==> config.mk <==
export PLATFORM = sky130hd
export DESIGN_NAME = syscall_unit_flat
export DESIGN_NICKNAME = d
export VERILOG_FILES = /design/src/rtl/syscall_pkg.sv /design/src/rtl/syscall_if.sv /design/src/rtl/syscall_fifo.sv /design/src/rtl/syscall_unit.sv /design/src/flat_wrapper.sv
export SDC_FILE = /design/constraint.sdc
export NUM_CORES = 1
export LEC_CHECK = 0
export CAP_MARGIN = 20
export CORE_ASPECT_RATIO = 0.8
export CORE_MARGIN = 3
export CORE_UTILIZATION = 35
export DETAILED_ROUTE_END_ITERATION = 10
export SKIP_CTS_REPAIR_TIMING = 1
export SYNTH_ARGS = -nofsm -noshare
export SYNTH_HDL_FRONTEND = slang
export SYNTH_SLANG_ARGS = --single-unit
==> constraint.sdc <==
create_clock -name clk -period 32.8 [get_ports clk]
set_input_delay 6.56 -clock clk [delete_from_list [all_inputs] [get_ports clk]]
set_output_delay 6.56 -clock clk [all_outputs]
set_load 0.01 [all_outputs]
==> src/rtl/syscall_pkg.sv <==
// Shared definitions for the syscall unit: service numbers, output-record kinds
// and the control state encoding.
package syscall_pkg;
  localparam int SVC_PRINT_INT  = 1;
  localparam int SVC_HALT       = 10;
  localparam int SVC_PRINT_CHAR = 11;
  localparam int SVC_PRINT_HEX  = 34;

  typedef enum logic [1:0] {
    KIND_INT  = 2'd0,
    KIND_CHAR = 2'd1,
    KIND_HEX  = 2'd2
  } out_kind_e;

  typedef enum logic [1:0] {
    RUN    = 2'd0,
    DRAIN  = 2'd1,
    HALTED = 2'd2
  } state_e;
endpackage

==> src/rtl/syscall_if.sv <==
// Output-record stream from the syscall unit to its consumer (console/host model).
interface syscall_if #(parameter int DATA_W = 32);
  logic              out_valid;
  logic              out_ready;
  logic [DATA_W-1:0] out_data;
  logic [1:0]        out_kind;

  modport master (output out_valid, out_data, out_kind, input out_ready);
  modport slave  (input out_valid, out_data, out_kind, output out_ready);
endinterface

==> src/rtl/syscall_fifo.sv <==
// Circular output queue; push is refused when full and pop when empty, both
// judged on registered occupancy so a same-cycle pop never frees a slot early.
module syscall_fifo #(
  parameter int WIDTH = 34,
  parameter int DEPTH = 8
) (
  input  logic                     clk,
  input  logic                     reset,
  input  logic                     push,
  input  logic [WIDTH-1:0]         din,
  input  logic                     pop,
  output logic [WIDTH-1:0]         dout,
  output logic                     full,
  output logic                     empty,
  output logic [$clog2(DEPTH):0]   count
);
  localparam int PW = $clog2(DEPTH);
  localparam int CW = PW + 1;

  logic [DEPTH-1:0][WIDTH-1:0] mem_q, mem_d;
  logic [PW-1:0] wr_ptr_q, wr_ptr_d, rd_ptr_q, rd_ptr_d;
  logic [CW-1:0] count_q, count_d;
  logic          do_push, do_pop;

  assign full    = (count_q == CW'(DEPTH));
  assign empty   = (count_q == '0);
  assign count   = count_q;
  assign dout    = mem_q[rd_ptr_q];
  assign do_push = push & ~full;
  assign do_pop  = pop & ~empty;

  // Power-of-two depth lets the pointers wrap by plain overflow.
  always_comb begin
    mem_d    = mem_q;
    wr_ptr_d = wr_ptr_q;
    rd_ptr_d = rd_ptr_q;
    if (do_push) begin
      mem_d[wr_ptr_q] = din;
      wr_ptr_d        = wr_ptr_q + PW'(1);
    end
    if (do_pop) rd_ptr_d = rd_ptr_q + PW'(1);
    count_d = count_q + CW'(do_push) - CW'(do_pop);
  end

  always_ff @(posedge clk or posedge reset) begin
    if (reset) begin
      mem_q    <= '0;
      wr_ptr_q <= '0;
      rd_ptr_q <= '0;
      count_q  <= '0;
    end else begin
      mem_q    <= mem_d;
      wr_ptr_q <= wr_ptr_d;
      rd_ptr_q <= rd_ptr_d;
      count_q  <= count_d;
    end
  end
endmodule

==> src/rtl/syscall_unit.sv <==
// Syscall execution unit: queues print services for the consumer, latches the
// hex display, and drains the queue before halting the CPU.
module syscall_unit
  import syscall_pkg::*;
#(
  parameter int DATA_W          = 32,
  parameter int FIFO_DEPTH      = 8,
  parameter int HALT_CODE       = SVC_HALT,
  parameter int PRINT_INT_CODE  = SVC_PRINT_INT,
  parameter int PRINT_CHAR_CODE = SVC_PRINT_CHAR,
  parameter int PRINT_HEX_CODE  = SVC_PRINT_HEX
) (
  input  logic              clk,
  input  logic              reset,
  input  logic              enable,
  input  logic [DATA_W-1:0] v0,
  input  logic [DATA_W-1:0] a0,
  output logic              stall,
  output logic              halt,
  output logic [DATA_W-1:0] hex,
  output logic              bad_code,
  syscall_if.master         out_if
);
  localparam int CW = $clog2(FIFO_DEPTH) + 1;

  state_e              state_q, state_d;
  logic                halt_q, halt_d, bad_q, bad_d;
  logic [DATA_W-1:0]   hex_q, hex_d;
  logic                is_int, is_char, is_hex, is_halt, is_print, run_en;
  logic                push, pop, full, empty;
  out_kind_e           kind;
  logic [DATA_W+1:0]   head;
  logic [CW-1:0]       fifo_count;

  always_comb begin
    is_int   = (v0 == DATA_W'(PRINT_INT_CODE));
    is_char  = (v0 == DATA_W'(PRINT_CHAR_CODE));
    is_hex   = (v0 == DATA_W'(PRINT_HEX_CODE));
    is_halt  = (v0 == DATA_W'(HALT_CODE));
    is_print = is_int | is_char | is_hex;
    run_en   = enable && (state_q == RUN);
    push     = run_en && is_print && !full;
    pop      = out_if.out_valid && out_if.out_ready;
    stall    = (state_q == DRAIN) || (run_en && is_print && full);
    kind     = is_hex ? KIND_HEX : (is_char ? KIND_CHAR : KIND_INT);

    state_d = state_q;
    case (state_q)
      RUN:     if (run_en && is_halt) state_d = DRAIN;
      DRAIN:   if (fifo_count == '0) state_d = HALTED;
      default: state_d = HALTED;
    endcase
    halt_d = (state_d == HALTED);
    hex_d  = (push && is_hex) ? a0 : hex_q;
    bad_d  = bad_q | (run_en && !is_print && !is_halt);
  end

  always_ff @(posedge clk or posedge reset) begin
    if (reset) begin
      state_q <= RUN;
      halt_q  <= 1'b0;
      hex_q   <= '0;
      bad_q   <= 1'b0;
    end else begin
      state_q <= state_d;
      halt_q  <= halt_d;
      hex_q   <= hex_d;
      bad_q   <= bad_d;
    end
  end

  syscall_fifo #(.WIDTH(DATA_W + 2), .DEPTH(FIFO_DEPTH)) u_fifo (
    .clk   (clk),
    .reset (reset),
    .push  (push),
    .din   ({kind, a0}),
    .pop   (pop),
    .dout  (head),
    .full  (full),
    .empty (empty),
    .count (fifo_count)
  );

  assign out_if.out_valid = ~empty;
  assign out_if.out_data  = head[DATA_W-1:0];
  assign out_if.out_kind  = head[DATA_W+1:DATA_W];
  assign halt             = halt_q;
  assign hex              = hex_q;
  assign bad_code         = bad_q;
endmodule

==> src/flat_wrapper.sv <==
// flat-port wrapper written by rule: the top's interface ports become plain ports
module syscall_unit_flat import syscall_pkg::*;
#(
  parameter int DATA_W          = 32,
  parameter int FIFO_DEPTH      = 8,
  parameter int HALT_CODE       = SVC_HALT,
  parameter int PRINT_INT_CODE  = SVC_PRINT_INT,
  parameter int PRINT_CHAR_CODE = SVC_PRINT_CHAR,
  parameter int PRINT_HEX_CODE  = SVC_PRINT_HEX
)
  (clk, reset, enable, v0, a0, stall, halt, hex, bad_code, out_if_out_valid, out_if_out_data, out_if_out_kind, out_if_out_ready);
  syscall_if #(.DATA_W(DATA_W)) out_if_i ();
  input  logic clk;
  input  logic reset;
  input  logic enable;
  input  logic [DATA_W-1:0] v0;
  input  logic [DATA_W-1:0] a0;
  output logic stall;
  output logic halt;
  output logic [DATA_W-1:0] hex;
  output logic bad_code;
  output wire logic [$bits(out_if_i.out_valid)-1:0] out_if_out_valid;
  output wire logic [$bits(out_if_i.out_data)-1:0] out_if_out_data;
  output wire logic [$bits(out_if_i.out_kind)-1:0] out_if_out_kind;
  input wire logic [$bits(out_if_i.out_ready)-1:0] out_if_out_ready;
  assign out_if_out_valid = out_if_i.out_valid;
  assign out_if_out_data = out_if_i.out_data;
  assign out_if_out_kind = out_if_i.out_kind;
  assign out_if_i.out_ready = out_if_out_ready;
  syscall_unit #(.DATA_W(DATA_W), .FIFO_DEPTH(FIFO_DEPTH), .HALT_CODE(HALT_CODE), .PRINT_INT_CODE(PRINT_INT_CODE), .PRINT_CHAR_CODE(PRINT_CHAR_CODE), .PRINT_HEX_CODE(PRINT_HEX_CODE)) u_core (.clk(clk), .reset(reset), .enable(enable), .v0(v0), .a0(a0), .stall(stall), .halt(halt), .hex(hex), .bad_code(bad_code), .out_if(out_if_i));
endmodule
==> out/summary.txt <==
number of antenna cells inserted: 0
DRC Markers: 0
Setup Total Neg Slack: 0 ns
maximum frequency from static timing analysis: 64.19 MHz
filler cell count: 3674
unique cell type count in the Yosys netlist: 44
cell count after placement: 1518
highest-count cells in the layout ignoring fill and taps: sky130_fd_sc_hd__dfrtp_1, sky130_fd_sc_hd__mux2_2, sky130_fd_sc_hd__clkdlybuf4s50_1
average vias per placed instance: 5.082
post-place setup slack: 17.20 ns
CTS max path bufs: 3
Vert. Die Dim: 190.2 um
Die Outline Area: 44950 um^2
Setup crit start kind: input pin
number of buffers created by CTS: 36
synth warn: 0
root buffer cell: sky130_fd_sc_hd__clkbuf_16
routed wire length: 33410 um
layout cells sized above 1: 44.56%
final-report setup violation count: 0
final hold violation count: 0
Hold WC Path Type: flop to flop
antenna viol nets, final: 0
synthesized cell area: 14850 um^2
RSZ-0062 raised after global routing: false
mean instance size in the synthesized netlist: 16.78 um^2
share of synthesized flip-flops with an asynchronous set or reset: 100.0%
CP Class: input pin to output pin
min Tclk post-route: 15.58 ns
Slew @ Worst Pin: 1.056 ns
total number of vias: 8045
nets: 1089
worst voltage drop across the vdd grid: 0.03640 mV
final worst-path setup slack: 17.22 ns
wire length per cell after detailed routing: 21.11 um
HPWL reported at the end of detailed placement: 18750 um
area used by multi-input combinational logic: 6395 um^2
worst-case clock skew: 0.01357 ns
leakage dissipation: 8.605 nW
Clock Pin Slew Worst Setup and Hold Paths: 0.05 ns
most common library cell in the layout ignoring fill and taps: sky130_fd_sc_hd__dfrtp_1
num rows: 66
final max-slew violation count: 0
global-route total usage across every layer: 15.35%
endpoint arrival time on the critical path: 9.02 ns
clock sinks: 318
Max Cap Viol: 0
Die Width: 236.3 um
TritonCTS clock tree: done
Layout Area Growth over Synthesis: 19.32%
largest net degree at the start of global routing: 128
routability congestion estimate from global placement: 0.7095
top flip-flop cell by instance count after synthesis: sky130_fd_sc_hd__dfrtp_1
final std cells w/o fill: 1583
global-route wire length before repair: 54060 um
floorplan core area: 41290 um^2
Storage cell area: 7966 um^2
Synth Net Count: 962
number of top-level pins: 138
starting density of the core: 35.96%
total power consumption of the routed design: 950.8 uW
Mapped Cells: 885
Power Density: 53.66 nW/um^2
FF+latch count, synth: 318
antenna violations before repair: 0
clock latency at the later pin of the worst-skew pair: 0.53 ns
number of global-route vias before repair: 8993
final cell utilization of the core: 42.91%
overall overflow remaining after global route: 0
number of enable-type register cells in the synthesized netlist: 0
number of levels in the clock H-tree: 2
initial DRC count: 405
headroom to the max-slew limit: 29.46%
Worst EP required: 26.24 ns
run status: complete, no violations
kind of end point of the critical path: output pin
worst-path fanout max: 6
period utilisation layout: 47.50%
drt pass-1 iters: 4
Port Buffers: 137
sequential element share of the synthesized area: 53.59%
==> kinds of logic after synthesis <==
family / share of synthesized area, %
flops: 53.59
xor+xnor: 0.3540
buf+inv: 3.438
mux: 37.94
simple gates: 3.042
fa+ha+maj: 0.8089
compound gates: 0.8258
==> registers in the layout (all words and copies together), names as in the netlist <==
signal,count
u_core.bad_code,1
u_core.halt,1
u_core.hex,32
u_core.state_q,2
u_core.u_fifo.count,4
u_core.u_fifo.mem_q,272
u_core.u_fifo.rd_ptr_q,3
u_core.u_fifo.wr_ptr_q,3
==> where the power goes <==
group | internal, mW | leakage [nW] | switching, mW
combinational | 0.0630 | 3.62 | 0.0710
clock | 0.237 | 0.574 | 0.157
sequential | 0.399 | 4.41 | 0.0238
total | 0.699 | 8.61 | 0.252
==> per-stage QoR <==
step / area (um^2) / hold slack (ns)
2_1_floorplan: 14850 / 0.4511
3_3_place_gp: 16560 / 0.4627
3_5_place_dp: 16560 / 0.4708
4_1_cts: 17720 / 0.4840
5_1_grt: 17720 / 0.4897
6_report: 17720 / 0.4796
==> worst paths after layout <==
path                                                           start                                   end  slack, ns  cells after the start
worst max-delay path                                          v0[20]                                 stall      17.22                      6
worst min-delay path            u_core.u_fifo.mem_q[234]$_DFFE_PP0P_  u_core.u_fifo.mem_q[234]$_DFFE_PP0P_       0.48                      1
worst max register to register      u_core.u_fifo.count[2]$_DFF_PP0_  u_core.u_fifo.mem_q[112]$_DFFE_PP0P_      29.37                      7
worst min register to register  u_core.u_fifo.mem_q[234]$_DFFE_PP0P_  u_core.u_fifo.mem_q[234]$_DFFE_PP0P_       0.48                      1
max in group asynchronous                                      reset  u_core.u_fifo.mem_q[114]$_DFFE_PP0P_      24.70                      3
min in group asynchronous                                      reset  u_core.u_fifo.mem_q[103]$_DFFE_PP0P_       6.61                      2
==> final cells by class <==
cell class | instances | area share [%]
well taps | 544 | 3.842
inverters | 12 | 0.2966
clock inverters | 7 | 0.3813
repair buffers | 149 | 8.248
clock buffers | 58 | 6.179
flip-flops and latches | 318 | 44.96
multi-input cells | 495 | 36.09
==> per-layer routing <==
layer | up-vias | track usage (%) | part of all wire [%]
li1 | 3574 | - | -
met1 | 4287 | 22.00 | 48
met2 | 142 | 24.55 | 47
met3 | 42 | 2.516 | 3.9
met4 | 0 | 3.719 | 1.7
met5 | - | 0 | 0
==> cells in the mapped netlist (4+ instances only) <==
cell type                     n  area [um^2]
sky130_fd_sc_hd__nor3b_1      5        37.54
sky130_fd_sc_hd__buf_12       9        180.2
sky130_fd_sc_hd__mux2_1      20        225.2
sky130_fd_sc_hd__o2bb2ai_1    5        43.79
sky130_fd_sc_hd__inv_1       12        45.04
sky130_fd_sc_hd__nor3_1       5        25.02
sky130_fd_sc_hd__dfrtp_1    318         7958
sky130_fd_sc_hd__nor4_1       6        37.54
sky130_fd_sc_hd__and4_1       4        35.03
sky130_fd_sc_hd__mux4_2      68         1531
sky130_fd_sc_hd__buf_6        9        101.4
sky130_fd_sc_hd__nand2_1      6        22.52
sky130_fd_sc_hd__buf_1        5        18.77
sky130_fd_sc_hd__nand4_1      5        31.28
sky130_fd_sc_hd__mux2_4      97         1456
sky130_fd_sc_hd__ha_1         8        100.1
sky130_fd_sc_hd__clkbuf_1    16        60.06
sky130_fd_sc_hd__nand3_1      8        40.04
sky130_fd_sc_hd__nor2_1       4        15.01
sky130_fd_sc_hd__buf_2       21        105.1
sky130_fd_sc_hd__mux2_2     215         2421
==> critical path, cell delays in order <==
cell,delay [ns]
sky130_fd_sc_hd__clkdlybuf4s50_1,0.40
sky130_fd_sc_hd__nor4_1,0.39
sky130_fd_sc_hd__nand3_1,0.27
sky130_fd_sc_hd__or4_2,0.69
sky130_fd_sc_hd__a21oi_1,0.16
sky130_fd_sc_hd__clkdlybuf4s50_1,0.56
No activity file was read; power rests on OpenSTA's default activity.
